`src/rtl/store_buffer_pkg.sv`:
```
// Shared CPU-side definitions for the store buffer and future cache work.
package store_buffer_pkg;

    localparam int WORD_W   = 32;
    localparam int WADDR_HI = 31;
    localparam int WADDR_LO = 2;
    localparam int WADDR_W  = WADDR_HI - WADDR_LO + 1;

    // One buffered store: word address plus full-word data (no byte enables).
    typedef struct packed {
        logic [WADDR_W-1:0] addr;
        logic [WORD_W-1:0]  data;
    } sb_entry_t;

    // Word address of a byte address; the low two bits are ignored.
    function automatic logic [WADDR_W-1:0] word_addr(input logic [WORD_W-1:0] byte_addr);
        return byte_addr[WADDR_HI:WADDR_LO];
    endfunction

endpackage

```
`src/rtl/store_buffer_match.sv`:
```
// Youngest-match priority search over the valid store-buffer entries.
module store_buffer_match
    import store_buffer_pkg::*;
#(
    parameter int DEPTH = 4,
    parameter int PTR_W = 2
) (
    input  sb_entry_t [DEPTH-1:0] entries,
    input  logic [PTR_W-1:0]      head,
    input  logic [PTR_W:0]        count,
    input  logic [WADDR_W-1:0]    addr,
    output logic                  hit,
    output logic [WORD_W-1:0]     data
);

    logic [PTR_W-1:0] idx;

    // Walk oldest to youngest; a later (younger) match overrides earlier ones.
    always_comb begin
        hit  = 1'b0;
        data = '0;
        idx  = '0;
        for (int i = 0; i < DEPTH; i++) begin
            idx = head + PTR_W'(i);
            if (((PTR_W+1)'(i) < count) && (entries[idx].addr == addr)) begin
                hit  = 1'b1;
                data = entries[idx].data;
            end
        end
    end

endmodule

```
`src/rtl/store_buffer.sv`:
```
// Store FIFO between the CPU MEM stage and a slow req/ack memory write port,
// with same-cycle forwarding of buffered stores to loads.
module store_buffer
    import store_buffer_pkg::*;
#(
    parameter int DEPTH = 4,
    parameter int PTR_W = 2
) (
    input  logic              clock,
    input  logic              resetn,
    input  logic [WORD_W-1:0] cpu_addr,
    input  logic [WORD_W-1:0] cpu_wdata,
    input  logic              cpu_wmem,
    output logic [WORD_W-1:0] cpu_rdata,
    output logic              stall,
    output logic [WORD_W-1:0] rd_addr,
    input  logic [WORD_W-1:0] rd_data,
    output logic              wr_req,
    output logic [WORD_W-1:0] wr_addr,
    output logic [WORD_W-1:0] wr_data,
    input  logic              wr_ack,
    output logic              empty
);

    localparam logic [PTR_W:0] FULL_CNT = (PTR_W+1)'(DEPTH);

    sb_entry_t [DEPTH-1:0] entries;
    logic [PTR_W-1:0]      head;
    logic [PTR_W-1:0]      tail;
    logic [PTR_W:0]        count;

    logic              full;
    logic              enq;
    logic              deq;
    logic              fwd_hit;
    logic [WORD_W-1:0] fwd_data;

    assign full  = (count == FULL_CNT);
    assign empty = (count == '0);

    // Stall is a function of occupancy only, so a full buffer being acked this
    // cycle still stalls; the store is taken on the following edge.
    assign stall = cpu_wmem & full;
    assign enq   = cpu_wmem & ~full;
    assign deq   = wr_ack & ~empty;

    // Head/tail/count; reset drops every pending store, so wr_req falls at once.
    always_ff @(posedge clock or negedge resetn) begin
        if (!resetn) begin
            head  <= '0;
            tail  <= '0;
            count <= '0;
        end else begin
            if (enq) tail <= tail + 1'b1;
            if (deq) head <= head + 1'b1;
            case ({enq, deq})
                2'b10:   count <= count + 1'b1;
                2'b01:   count <= count - 1'b1;
                default: count <= count;
            endcase
        end
    end

    // Entry storage; contents are don't-care until made valid by count.
    always_ff @(posedge clock) begin
        if (enq) entries[tail] <= '{addr: word_addr(cpu_addr), data: cpu_wdata};
    end

    // Head entry is presented until the ack edge, which keeps it stable.
    assign wr_req  = ~empty;
    assign wr_addr = {entries[head].addr, 2'b00};
    assign wr_data = entries[head].data;

    // The store presented this cycle is not yet in entries, so it is never
    // forwarded to itself; an entry being acked this cycle still matches.
    store_buffer_match #(
        .DEPTH (DEPTH),
        .PTR_W (PTR_W)
    ) u_match (
        .entries (entries),
        .head    (head),
        .count   (count),
        .addr    (word_addr(cpu_addr)),
        .hit     (fwd_hit),
        .data    (fwd_data)
    );

    assign rd_addr   = cpu_addr;
    assign cpu_rdata = fwd_hit ? fwd_data : rd_data;

endmodule
```
`config.mk`:
```
export PLATFORM = sky130hd
export DESIGN_NAME = store_buffer
export DESIGN_NICKNAME = d
export VERILOG_FILES = /design/src/rtl/store_buffer_pkg.sv /design/src/rtl/store_buffer_match.sv /design/src/rtl/store_buffer.sv
export SDC_FILE = /design/constraint.sdc
export NUM_CORES = 1
export LEC_CHECK = 0
export CORE_MARGIN = 2
export CORE_UTILIZATION = 60
export CTS_BUF_LIST = sky130_fd_sc_hd__clkbuf_4
export DETAILED_ROUTE_END_ITERATION = 12
export PLACE_DENSITY = 0.86
export SLEW_MARGIN = 20
export SYNTH_ARGS = -nofsm -noshare
export SYNTH_HDL_FRONTEND = slang
export SYNTH_SLANG_ARGS = --single-unit
```
`constraint.sdc`:
```
create_clock -name clock -period 8.2 [get_ports clock]
set_input_delay 0.82 -clock clock [delete_from_list [all_inputs] [get_ports clock]]
set_output_delay 0.82 -clock clock [all_outputs]
set_load 0.005 [all_outputs]
```
==> impl_metrics.json <==
{
  "ir_worst_vdd_mv": 0.296,
  "drive_above_1_share_pct": 20.6,
  "pwr-share-seq_pct": 28.5,
  "finalMaxSlewViolations": 0,
  "worst_pin_slew_ps": 1100,
  "io_pins": 231,
  "drc": 0,
  "path_cells": "clkinv_2 > buf_4 > mux2i_1 > xnor2_1 > nand4_1 > nor4_1 > and2_2 > a221oi_1 > o2111ai_1 > nand2b_1 > clkdlybuf4s50_1",
  "final.setup.tns_ps": 0,
  "sw_frac_of_total_pct": 39.7,
  "grt_pass1_vias": 13200,
  "firstDrtPassIters": 5,
  "grt_start_max_net_pins": 103,
  "pre_cts_ws_ps": 2120,
  "combPwrFrac_pct": 55.3,
  "synth_mux_area_share_pct": 22.2,
  "path_delay_family": "simple AND/OR/NAND/NOR gates",
  "dieArea_um2": 30500,
  "synth_cells": 1482,
  "synth_edf_count": 248,
  "path_clk_slew_ps": 60,
  "core-area_um2": 28700,
  "required_ps": 7380,
  "critPathLaunch": "head[1]$_DFFE_PN0P_",
  "seq_area_frac_synth_pct": 43.7,
  "synth_flop_cell": "edfxtp_1",
  "num_vias": 13500,
  "cts-root-buf": "clkbuf_4",
  "p_clk_share_pct": 16.2,
  "grt_setup_unrepaired": "false",
  "worstSkewPairLatency_ps": 670,
  "cp_max_fo": 65,
  "setup_viol": 0,
  "wl_um": 45600,
  "routabilityCongestion": 0.936,
  "r2r-start": "count[0]$_DFFE_PN0P_",
  "overflow": 0,
  "outcome": "completed",
  "path_buf_inv": 3,
  "drv_cap": 0,
  "hold_violations": 0,
  "drtAntennaViolNets": 0,
  "synth_xor_area_share_pct": 5.52,
  "synth_top_area_share_pct": 42.7,
  "ys_types": 58,
  "cp.arrival_ps": 6120,
  "htreeDepth": 3,
  "min_period_over_period_pct": 84.6,
  "power_density_nw_per_um2": 342,
  "hpwl_um": 29000,
  "num_rows": 62,
  "setup_slack_ps": 1260,
  "antenna_found_initial": 2,
  "yosysTopAreaCell": "edfxtp_1",
  "synthAdderAreaFrac_pct": 0.645,
  "die_y_um": 175,
  "p_leak_nw": 6.90,
  "cts_setup_buffers": 0,
  "routed_via_density": 6.59,
  "grt_pass1_wl_um": 69900,
  "die_w_um": 175,
  "finalNetCount": 1731,
  "cts_tree": "built",
  "internal-power_mw": 4.19,
  "wl_per_cell_um": 22.2,
  "yosysWarnings": 0,
  "ctsLongestPathBuffers": 3,
  "holdBufCountCts": 0,
  "synth-seq-cells": 255,
  "hold_path_class": "input pin to async pin",
  "synth_top_family_by_area": "multiplexers",
  "cp_slowest_stage_delay_ps": 1020,
  "port_buffers": 224,
  "cp_slowest_cell": "and2_2",
  "avgSynthCellArea_um2": 11.8,
  "syn_area_um2": 17500,
  "track_usage_pct": 29.3,
  "synth_compound_area_share_pct": 11.9,
  "synth_async_sr_flop_share_pct": 2.75,
  "start_util_pct": 60.8,
  "p_sw_mw": 2.76,
  "n_fill_cell": 1981,
  "start_kind": "register",
  "end_kind": "output port",
  "maxSlewHeadroom_pct": 26.7,
  "period_needed_ps": 6940,
  "synthTopCellsByArea": "edfxtp_1 (43%), mux4_2 (9.9%), mux2_2 (6.8%), mux2i_1 (5.4%), xnor2_1 (4.9%)",
  "cts_sinks": 255,
  "cts_resized": 0,
  "numCtsBuffers": 68,
  "fin_skew_ps": 31.6,
  "criticalPathCategory": "register to output port",
  "drt-initial-drc-count": 1493,
  "area_growth_pct": 16.4,
  "p_total_mw": 6.94,
  "fmax_mhz": 144,
  "synthSimpleGateAreaFrac_pct": 10.3
}
==> worst reg2reg max path: stages, from the launching register on <==
cell and delay (ps):
dfrtp_1 480, inv_1 110, ha_1 240, a21boi_1 420, and2_2 230, buf_4 800
==> layer usage <==
| layer | routed length (µm) | part of all wire (%) | GRT usage, % |
|---|---|---|---|
| met1 | 17600 | 39 | 38.9 |
| met2 | 21900 | 48 | 47.2 |
| met3 | 4440 | 9.7 | 5.48 |
| met4 | 1620 | 3.6 | 13.3 |
| met5 | 0 | 0 | 0 |
==> synth_stat cells, drive strengths merged (2+ instances only) <==
library cell,number
a2111oi,4
a211o,32
a211oi,33
a21oi,37
a221oi,34
a22o,2
a22oi,5
and2,7
and3,2
buf,94
clkbuf,81
dfrtp,7
edfxtp,248
ha,9
inv,12
mux2,105
mux2i,95
mux4,77
nand2,49
nand2b,36
nand3,38
nand4,53
nor2,136
nor2b,33
nor3,4
nor4,8
o2111ai,32
o21ai,71
o221ai,5
o22ai,6
o2bb2ai,2
o32ai,2
xnor2,97
xor2,13
==> logic make-up after synthesis <==
group	count (synthesis)
and+or+nand+nor	368
muxes	277
AOI/OAI and AO/OA	275
DFF	255
buffers and inverters	187
xor gates and xnor gates	110
adders and majority gates	9
other	1
==> per-stage QoR <==
step | util (%) | instance area (µm²) | hold slack (ps) | instances
3_3_place_gp | 67.8 | 19400 | 548 | 1936
5_1_grt | 70.8 | 20300 | 399 | 2055
4_1_cts | 70.8 | 20300 | 374 | 2053
3_5_place_dp | 67.8 | 19400 | 582 | 1936
6_report | 70.8 | 20300 | 419 | 2055
2_1_floorplan | - | 17500 | 524 | 1483
==> registers in the layout, indices dropped and copies added, names as in the netlist <==
register,count
entries,248
count,3
head,2
tail,2
==> area by class of cell <==
type	instances	area [µm²]	share of cell area (%)
Multi-Input combinational cell	1041	8880	43.7
Sequential cell	255	7630	37.5
Timing Repair Buffer	244	2420	11.9
Clock buffer	94	706	3.47
Tap cell	384	480	2.36
Clock inverter	23	159	0.782
Inverter	12	46.3	0.228
Antenna cell	2	5.00	0.0246
==> worst paths after layout <==
path | to | slack, ps | cells past startpoint
max | cpu_rdata[3] | 1260 | 11
min | head[1]$_DFFE_PN0P_ | 420 | 1
max reg2reg | entries[99]$_DFFE_PP_ | 5480 | 5
min reg2reg | count[1]$_DFFE_PN0P_ | 600 | 2
max in group asynchronous | head[0]$_DFFE_PN0P_ | 7470 | 1
min in group clock | count[1]$_DFFE_PN0P_ | 600 | 2
==> layout by cell type (no fill, tap or decap), types with 47 or more instances in the layout <==
master / synthesis / routed
mux4_2: 77 / 77
clkdlybuf4s50_1: 0 / 224
xnor2_1: 97 / 97
clkbuf_4: 1 / 94
edfxtp_1: 248 / 248
o21ai_0: 71 / 71
nand2_1: 49 / 47
nor2_1: 136 / 136
mux2_2: 105 / 105
nand4_1: 53 / 53
mux2i_1: 95 / 95
==> power groups by stage <==
stage / registers [mW] / clock network, mW / logic (mW)
floorplan: 1.86 / 0 / 2.80
detailed placement: 2.00 / 0 / 3.78
finish: 1.98 / 1.12 / 3.84
CTS: 1.98 / 1.14 / 3.80
global placement: 1.97 / 0 / 3.70
global route: 2.02 / 1.20 / 4.11
(Power assumes the default switching activity.)
